`src/rtl/biphase_link_ctrl.sv`:
```
// biphase_link_ctrl: link hunt, async-serial framing and loss-of-link timeout behind biphase_to_nrz.
// Define GLITCH_LIMIT_EN to abort a frame once decoder glitches exceed GLITCH_LIMIT.
module biphase_link_ctrl #(
  parameter int IDLE_ONES    = 10,
  parameter int TIMEOUT      = 2000,
  parameter int GLITCH_LIMIT = 4
) (
  input  logic       clk,
  input  logic       rst,
  input  logic       bit_valid,
  input  logic       bit_data,
  input  logic       framing_error_in,
  input  logic       glitch_in,
  output logic [7:0] byte_data,
  output logic       byte_valid,
  input  logic       byte_ready,
  output logic       link_up,
  output logic       stop_error,
  output logic       overrun,
  output logic       link_lost,
  output logic [7:0] err_count,
  input  logic       err_clear
);
  localparam int TW = $clog2(TIMEOUT + 1);
  localparam int OW = $clog2(IDLE_ONES + 1);
  typedef enum logic [1:0] {HUNT, IDLE, DATA, STOP} state_t;
  state_t        state_q, state_d;
  logic [OW-1:0] ones_q, ones_d;
  logic [TW-1:0] to_q, to_d;
  logic [2:0]    idx_q, idx_d;
  logic [7:0]    sh_q, sh_d, byte_data_q, byte_data_d, err_q, err_d;
  logic          byte_valid_q, byte_valid_d, stop_error_q, stop_error_d;
  logic          overrun_q, overrun_d, link_lost_q, link_lost_d;
  logic          fe, tmo, err_inc;
`ifdef GLITCH_LIMIT_EN
  logic       in_frame;
  logic [7:0] g_q, g_d;
  assign in_frame = (state_q == DATA) || (state_q == STOP);
  assign g_d      = in_frame ? g_q + 8'(glitch_in) : '0;
  assign fe       = framing_error_in | (in_frame & glitch_in & (g_q == 8'(GLITCH_LIMIT)));
  always_ff @(posedge clk or posedge rst)
    if (rst) g_q <= '0;
    else g_q <= g_d;
`else
  logic unused_glitch;
  assign unused_glitch = glitch_in;
  assign fe            = framing_error_in;
`endif
  always_comb begin
    state_d      = state_q;
    ones_d       = ones_q;
    idx_d        = idx_q;
    sh_d         = sh_q;
    byte_data_d  = byte_data_q;
    byte_valid_d = byte_valid_q & ~byte_ready;
    stop_error_d = 1'b0;
    overrun_d    = 1'b0;
    link_lost_d  = 1'b0;
    err_inc      = 1'b0;
    tmo          = !bit_valid && (to_q == TW'(TIMEOUT - 1));
    to_d         = bit_valid ? '0 : (to_q == TW'(TIMEOUT) ? to_q : to_q + 1'b1);
    if (fe) begin
      err_inc = 1'b1;
      state_d = HUNT;
      ones_d  = '0;
    end else if (bit_valid) begin
      case (state_q)
        HUNT: begin
          ones_d = bit_data ? ones_q + 1'b1 : '0;
          if (bit_data && ones_q == OW'(IDLE_ONES - 1)) begin
            state_d = IDLE;
            ones_d  = '0;
          end
        end
        IDLE: begin
          state_d = bit_data ? IDLE : DATA;
          idx_d   = '0;
        end
        DATA: begin
          sh_d[idx_q] = bit_data;
          idx_d       = idx_q + 1'b1;
          state_d     = (idx_q == 3'd7) ? STOP : DATA;
        end
        STOP: begin
          // a held byte that is not being accepted this cycle wins over the new one
          if (bit_data && byte_valid_q && !byte_ready) overrun_d = 1'b1;
          else if (bit_data) begin
            byte_data_d  = sh_q;
            byte_valid_d = 1'b1;
          end
          stop_error_d = !bit_data;
          err_inc      = !bit_data;
          state_d      = bit_data ? IDLE : HUNT;
        end
      endcase
    end else if (tmo) begin
      ones_d      = '0;
      link_lost_d = state_q != HUNT;
      state_d     = HUNT;
    end
    err_d = err_clear ? '0 : (err_inc && err_q != 8'hFF) ? err_q + 1'b1 : err_q;
  end
  always_ff @(posedge clk or posedge rst)
    if (rst) begin
      state_q      <= HUNT;
      ones_q       <= '0;
      to_q         <= '0;
      idx_q        <= '0;
      sh_q         <= '0;
      byte_data_q  <= '0;
      byte_valid_q <= 1'b0;
      stop_error_q <= 1'b0;
      overrun_q    <= 1'b0;
      link_lost_q  <= 1'b0;
      err_q        <= '0;
    end else begin
      state_q      <= state_d;
      ones_q       <= ones_d;
      to_q         <= to_d;
      idx_q        <= idx_d;
      sh_q         <= sh_d;
      byte_data_q  <= byte_data_d;
      byte_valid_q <= byte_valid_d;
      stop_error_q <= stop_error_d;
      overrun_q    <= overrun_d;
      link_lost_q  <= link_lost_d;
      err_q        <= err_d;
    end
  assign byte_data  = byte_data_q;
  assign byte_valid = byte_valid_q;
  assign link_up    = state_q != HUNT;
  assign stop_error = stop_error_q;
  assign overrun    = overrun_q;
  assign link_lost  = link_lost_q;
  assign err_count  = err_q;
endmodule

```
`config.mk`:
```
export PLATFORM = sky130hd
export DESIGN_NAME = biphase_link_ctrl
export DESIGN_NICKNAME = d
export VERILOG_FILES = /design/src/rtl/biphase_link_ctrl.sv
export SDC_FILE = /design/constraint.sdc
export NUM_CORES = 1
export LEC_CHECK = 0
export ABC_AREA = 1
export BUFFER_PORTS_ARGS = -buffer_cell sky130_fd_sc_hd__buf_2
export CORE_ASPECT_RATIO = 0.8
export CORE_MARGIN = 1.5
export CORE_UTILIZATION = 50
export DETAILED_ROUTE_END_ITERATION = 16
export GPL_ROUTABILITY_DRIVEN = 0
export HOLD_SLACK_MARGIN = 0.1
export PLACE_DENSITY = 0.7
export SLEW_MARGIN = 20
export SYNTH_ARGS = -nofsm -noshare
export SYNTH_HDL_FRONTEND = slang
export SYNTH_SLANG_ARGS = --single-unit
```
`constraint.sdc`:
```
create_clock -name clk -period 1.54 [get_ports clk]
set_input_delay 0.308 -clock clk [delete_from_list [all_inputs] [get_ports clk]]
set_output_delay 0.308 -clock clk [all_outputs]
set_load 0.01 [all_outputs]
```
* Word-level counts from Yosys, hierarchy flattened
Index checks and enable logic that the tools add are counted.
Widths: inputs -> output; s select.
** Cells by class
- Equal/unequal tests :: 11
- Muxes and demuxes :: 38
- Add/subtract/negate cells :: 4
- Magnitude comparators :: 2
- Bitwise gates (word level) :: 4
- Reductions and logical operators :: 19
** Operators by type and width (number)
- $mux 4 :: 6
- $eq 11x11->1 const B :: 2
- $mux 11 :: 2
- $mux 1 :: 19
- $mux 8 :: 2
- $add 11x1->11 const B :: 1
- $mux 2 :: 5
- $add 8x1->8 const B :: 1
- $bwmux 8 :: 1
- $ne 8x8->1 const B :: 1
- $pmux 2 s4 :: 1
- $logic_and 1x1->1 :: 6
- $pmux 3 s2 :: 1
- $reduce_and 3->1 :: 2
- $reduce_bool 2->1 :: 3
- $reduce_and 5->1 :: 1
- $add 4x1->4 const B :: 1
- $eq 2x2->1 const B :: 2
- $eq 4x4->1 const B :: 1
- $lt 3x4->1 const B :: 1
- $ne 4x4->1 const B :: 1
- $reduce_and 2->1 :: 2
- $add 3x1->3 const B :: 1
- $demux 1 s3 :: 1
- other kinds (10) :: 14
** Word-level totals
- Bits of input ports :: 8
- Bits in registers :: 48
- Output and inout bits :: 21
- Logic and storage cells :: 89

* Logic depth before layout (Yosys ltp)
- Depth in word-level cells :: 7
- Depth in mapped cells :: 9
- Gate-level depth less buffers :: 9

* Worst setup path after synthesis
OpenSTA, ideal clock, no wires.
- Kind :: register -> register
- Start :: reg state_q[0]
- End :: reg idx_q[0]
- Cell stages (with the launch flop) :: 6
- Library setup time :: 125 ps
- Slack :: 137 ps
- Path buffers :: 0
- Data arrival time :: 1278 ps
- Period minus slack after synthesis :: 1403 ps
- Required time :: 1415 ps
- Cells stage by stage :: dfrtp_1 > inv_1 > ha_1 > inv_1 > nor2_1 > mux2_2
** Between the ends
- Longest elaborated chain between the ends :: 3
- Elaborated cells on any way between the ends :: 5
- Classes of those cells :: eq/ne (2); mux (1); reduce/logical (2)
** Ends and longest elaborated chain
- start: declaration :: RTL line 27 : state_t state_q, state_d;
- start signal: assignment :: RTL line 117 : state_q <= state_d;
- $eq 2x2->1 or $eq 2x1->1 (tied branches) :: RTL line 67 : case (state_q)
- $reduce_bool 2->1 (no source line)
- $reduce_and 3->1 (no source line)
- end signal: assignment :: RTL line 120 : idx_q <= idx_d;
- end: declaration :: RTL line 30 : logic [2:0] idx_q, idx_d;
Parallel ways exist; a longest one is shown, timed or not.
A chain may end at the register's enable or synchronous reset.

* Final worst setup path
- Start :: reg state_q[1]
- End :: out link_up
** Between the ends
- Longest elaborated chain between the ends :: 1
** Ends and longest elaborated chain
- $reduce_bool 2->1 :: RTL line 131 : assign link_up = state_q != HUNT;
- end: declaration :: RTL line 17 : output logic link_up,
Every way passes these cells.

==> metrics <==
die area between 5000 and 6000 sq um; htree depth 2; Seq cells post-synth 48; FF-to-FF End idx_q[0]$_DFFE_PP0P_; worst-path fanout max 5; IO Count 29; P_leak around 1.6 nW; DR vias 2168; Synth Area per Inst 8.01 sq um; Worst setup SP type flop; WHS Endpoint stop_error$_DFF_PP0_; share of cells above drive strength 1 between 20% and 30%; Yosys warnings 0; Worst Hold Launch framing_error_in; dominant cells by area after synthesis dfrtp_1 (46%), nand2_1 (12%), nand3_1 (7.4%), inv_1 (5.6%), ha_1 (5.2%); register area share after synthesis 45.6%; GR Util All Layers a little under a fifth; Nets 388; Most common cell on crit path inv_2; Clock transition at path regs 0.10 ns; Slew HR 78.6%; Slowest-stage cell, CP dfrtp_1; clk_skew 0.00491 ns; port buffer count 27; n_diodes 0; DRT antenna net count 0; drt first-iter violations between 100 and 150; R2R depth 5; DRC 0; Hold Fails Final Rpt 0; Synth area leader dfrtp_1; CP Cell Sequence inv_2 > ha_4 > inv_2 > buf_6; Root Buffer clkbuf_8; worst hold slack 0.227 ns; Die Y a little under 70 um; vias in the first global route approximately 1900; Tmin final about 1.5 ns; FP Rows 23; Post-Route WL 5.06 mm; CTS max path bufs 2; Slowest Stage Delay on Critical Path 0.45 ns; total gr overflow 0; CP Capture Type primary output; pin count of the biggest net entering global routing 49; Clock Latency Late Sink 0.31 ns; Syn-to-layout area delta 15.3%; Avg WL per Cell 11.7 um; Final period util 98.1%; CP delay by family, top flip-flops; Initial Utilization between 50% and 60%; Hold Crit Depth 2; P per Cell Area just under 800 nW/um^2; GR Util met2 31.7%; Max Slew Vio Count 0; met1 Usage GRT 25.1%; Netlist cell types 29; cell count after synthesis 329; drt first pass iters 4; DIE WIDTH around 84 um; power consumption 0.00238 W; initial antenna violation count 0; Setup-failing EPs final 0; CTS tree yes; CP required 1.23 ns; TritonCTS buffer count 5; most used routing layer met2; max-cap viol count 0; worst vdd rail ir drop between 400 and 500 uV; Std-Cell Core Area 5040 sq um; Post-Syn Area 2640 sq um; reg-to-reg slack, setup approximately 0.080 ns; first-pass GRT wire length 8.60 mm; Achievable Freq 662 MHz; syn_nets 348; Core Util, Final 60.3%; Crit Path Category flop to primary output; status finished, final reports clean; Sink Count 48; GR Util met3 3.62%; CP Buf/Inv Count 3; R2R Path Start state_q[1]$_DFFE_PP0P_; Yosys top cell area share 45.6%; RSZ-0062 raised after global routing true; crit path DAT 1.20 ns; Via density around 5.0; fill cell count between 400 and 500; Slew @ Worst Pin roughly 0.32 ns; HPWL after DPL 3.57 mm; min-delay worst type input port to flop
-- state kept, by name (all words and copies together), names as in the netlist, 2 cells and up --
name	flops
state_q	2
to_q	11
sh_q	8
idx_q	3
byte_data	8
err_count	8
ones_q	4
-- layer usage --
| layer | part of all wire (%) | vias to the layer above |
|---|---|---|
| met5 | 0 | - |
| li1 | - | 1142 |
| met2 | 45 | 25 |
| met1 | 51 | 992 |
| met3 | 2.7 | 9 |
| met4 | 1.6 | 0 |
-- cell families after synthesis --
group / Yosys count / share of synthesized area, %
flops: 48 / 45.6
compound gates: 30 / 6.27
simple gates: 188 / 33.9
buf+inv: 49 / 7.93
fa+ha+maj: 11 / 5.22
xor+xnor: 2 / 0.665
mux: 1 / 0.427
-- layout make-up --
cell class / instances / area, sq um / area share (%)
well taps: 62 / 77.6 / 2.55
clock buffers: 5 / 68.8 / 2.27
repair buffers: 37 / 231 / 7.62
clock inverters: 3 / 23.8 / 0.783
flip-flops and latches: 48 / 1200 / 39.6
multi-input cells: 232 / 1260 / 41.4
inverters: 45 / 176 / 5.81
-- worst max-delay path by stage --
stage                                start                        to  slack, ns  cells past startpoint
floorplan                              rst  byte_data[0]$_DFFE_PP0P_       0.09                      1
global placement    state_q[0]$_DFFE_PP0P_      idx_q[0]$_DFFE_PP0P_       0.09                      5
detailed placement  state_q[0]$_DFFE_PP0P_      idx_q[0]$_DFFE_PP0P_       0.04                      5
CTS                 state_q[0]$_DFFE_PP0P_                   link_up      0.002                      4
global route        state_q[1]$_DFFE_PP0P_                   link_up      -0.01                      4
finish              state_q[1]$_DFFE_PP0P_                   link_up       0.03                      4
-- stage by stage --
stage	area (sq um)	setup TNS, ns	setup slack, ns	std cells
global route	3040	-0.0134	-0.0134	432
CTS	2990	0	0.00195	429
finish	3040	0	0.0297	432
detailed placement	2870	0	0.0416	420
global placement	2870	0	0.0874	420
floorplan	2640	0	0.0875	329
-- repair_timing --
action / CTS / global route
endpoints found under the setup margin: 1 / 13
pin swaps: 0 / 1
resized for setup: 4 / 7
hold buffers: 1 / 0
buffers inserted: 0 / 3
hold endpoints to repair: 48 / 0
-- cell usage in the layout, fill, tap and decap left out, drive strengths merged --
master,count
clkinvlp,2
mux2,1
o21ai,22
inv,44
clkinv,2
nand3,39
ha,11
nor2,35
buf,36
nand3b,1
nand4,12
nand2,93
clkbuf,5
dlygate4sd3,1
or2,3
xor2,2
a21oi,8
nor3,5
dfrtp,48
-- cell usage after synthesis --
cell,count
nand2_1,86
dfrtp_1,48
inv_1,39
nand3_1,39
nor2_1,30
o21ai_0,17
nand4_1,12
ha_1,11
a21oi_1,8
inv_2,4
nand2_2,4
nor3_1,4
o21ai_2,4
or2_2,3
buf_6,2
nand2_4,2
nor2_2,2
nor2_8,2
xor2_1,2
buf_2,1
clkbuf_2,1
clkinv_4,1
inv_4,1
mux2_2,1
nand2_8,1
nand3b_1,1
nor2_4,1
nor3_2,1
o21ai_1,1
-- report_power, final --
part / switching, W / internal (W)
sequential: 0.0000395 / 0.00129
combinational: 0.000158 / 0.0000958
clock: 0.000470 / 0.000323
No activity file was read; power rests on OpenSTA's default activity.
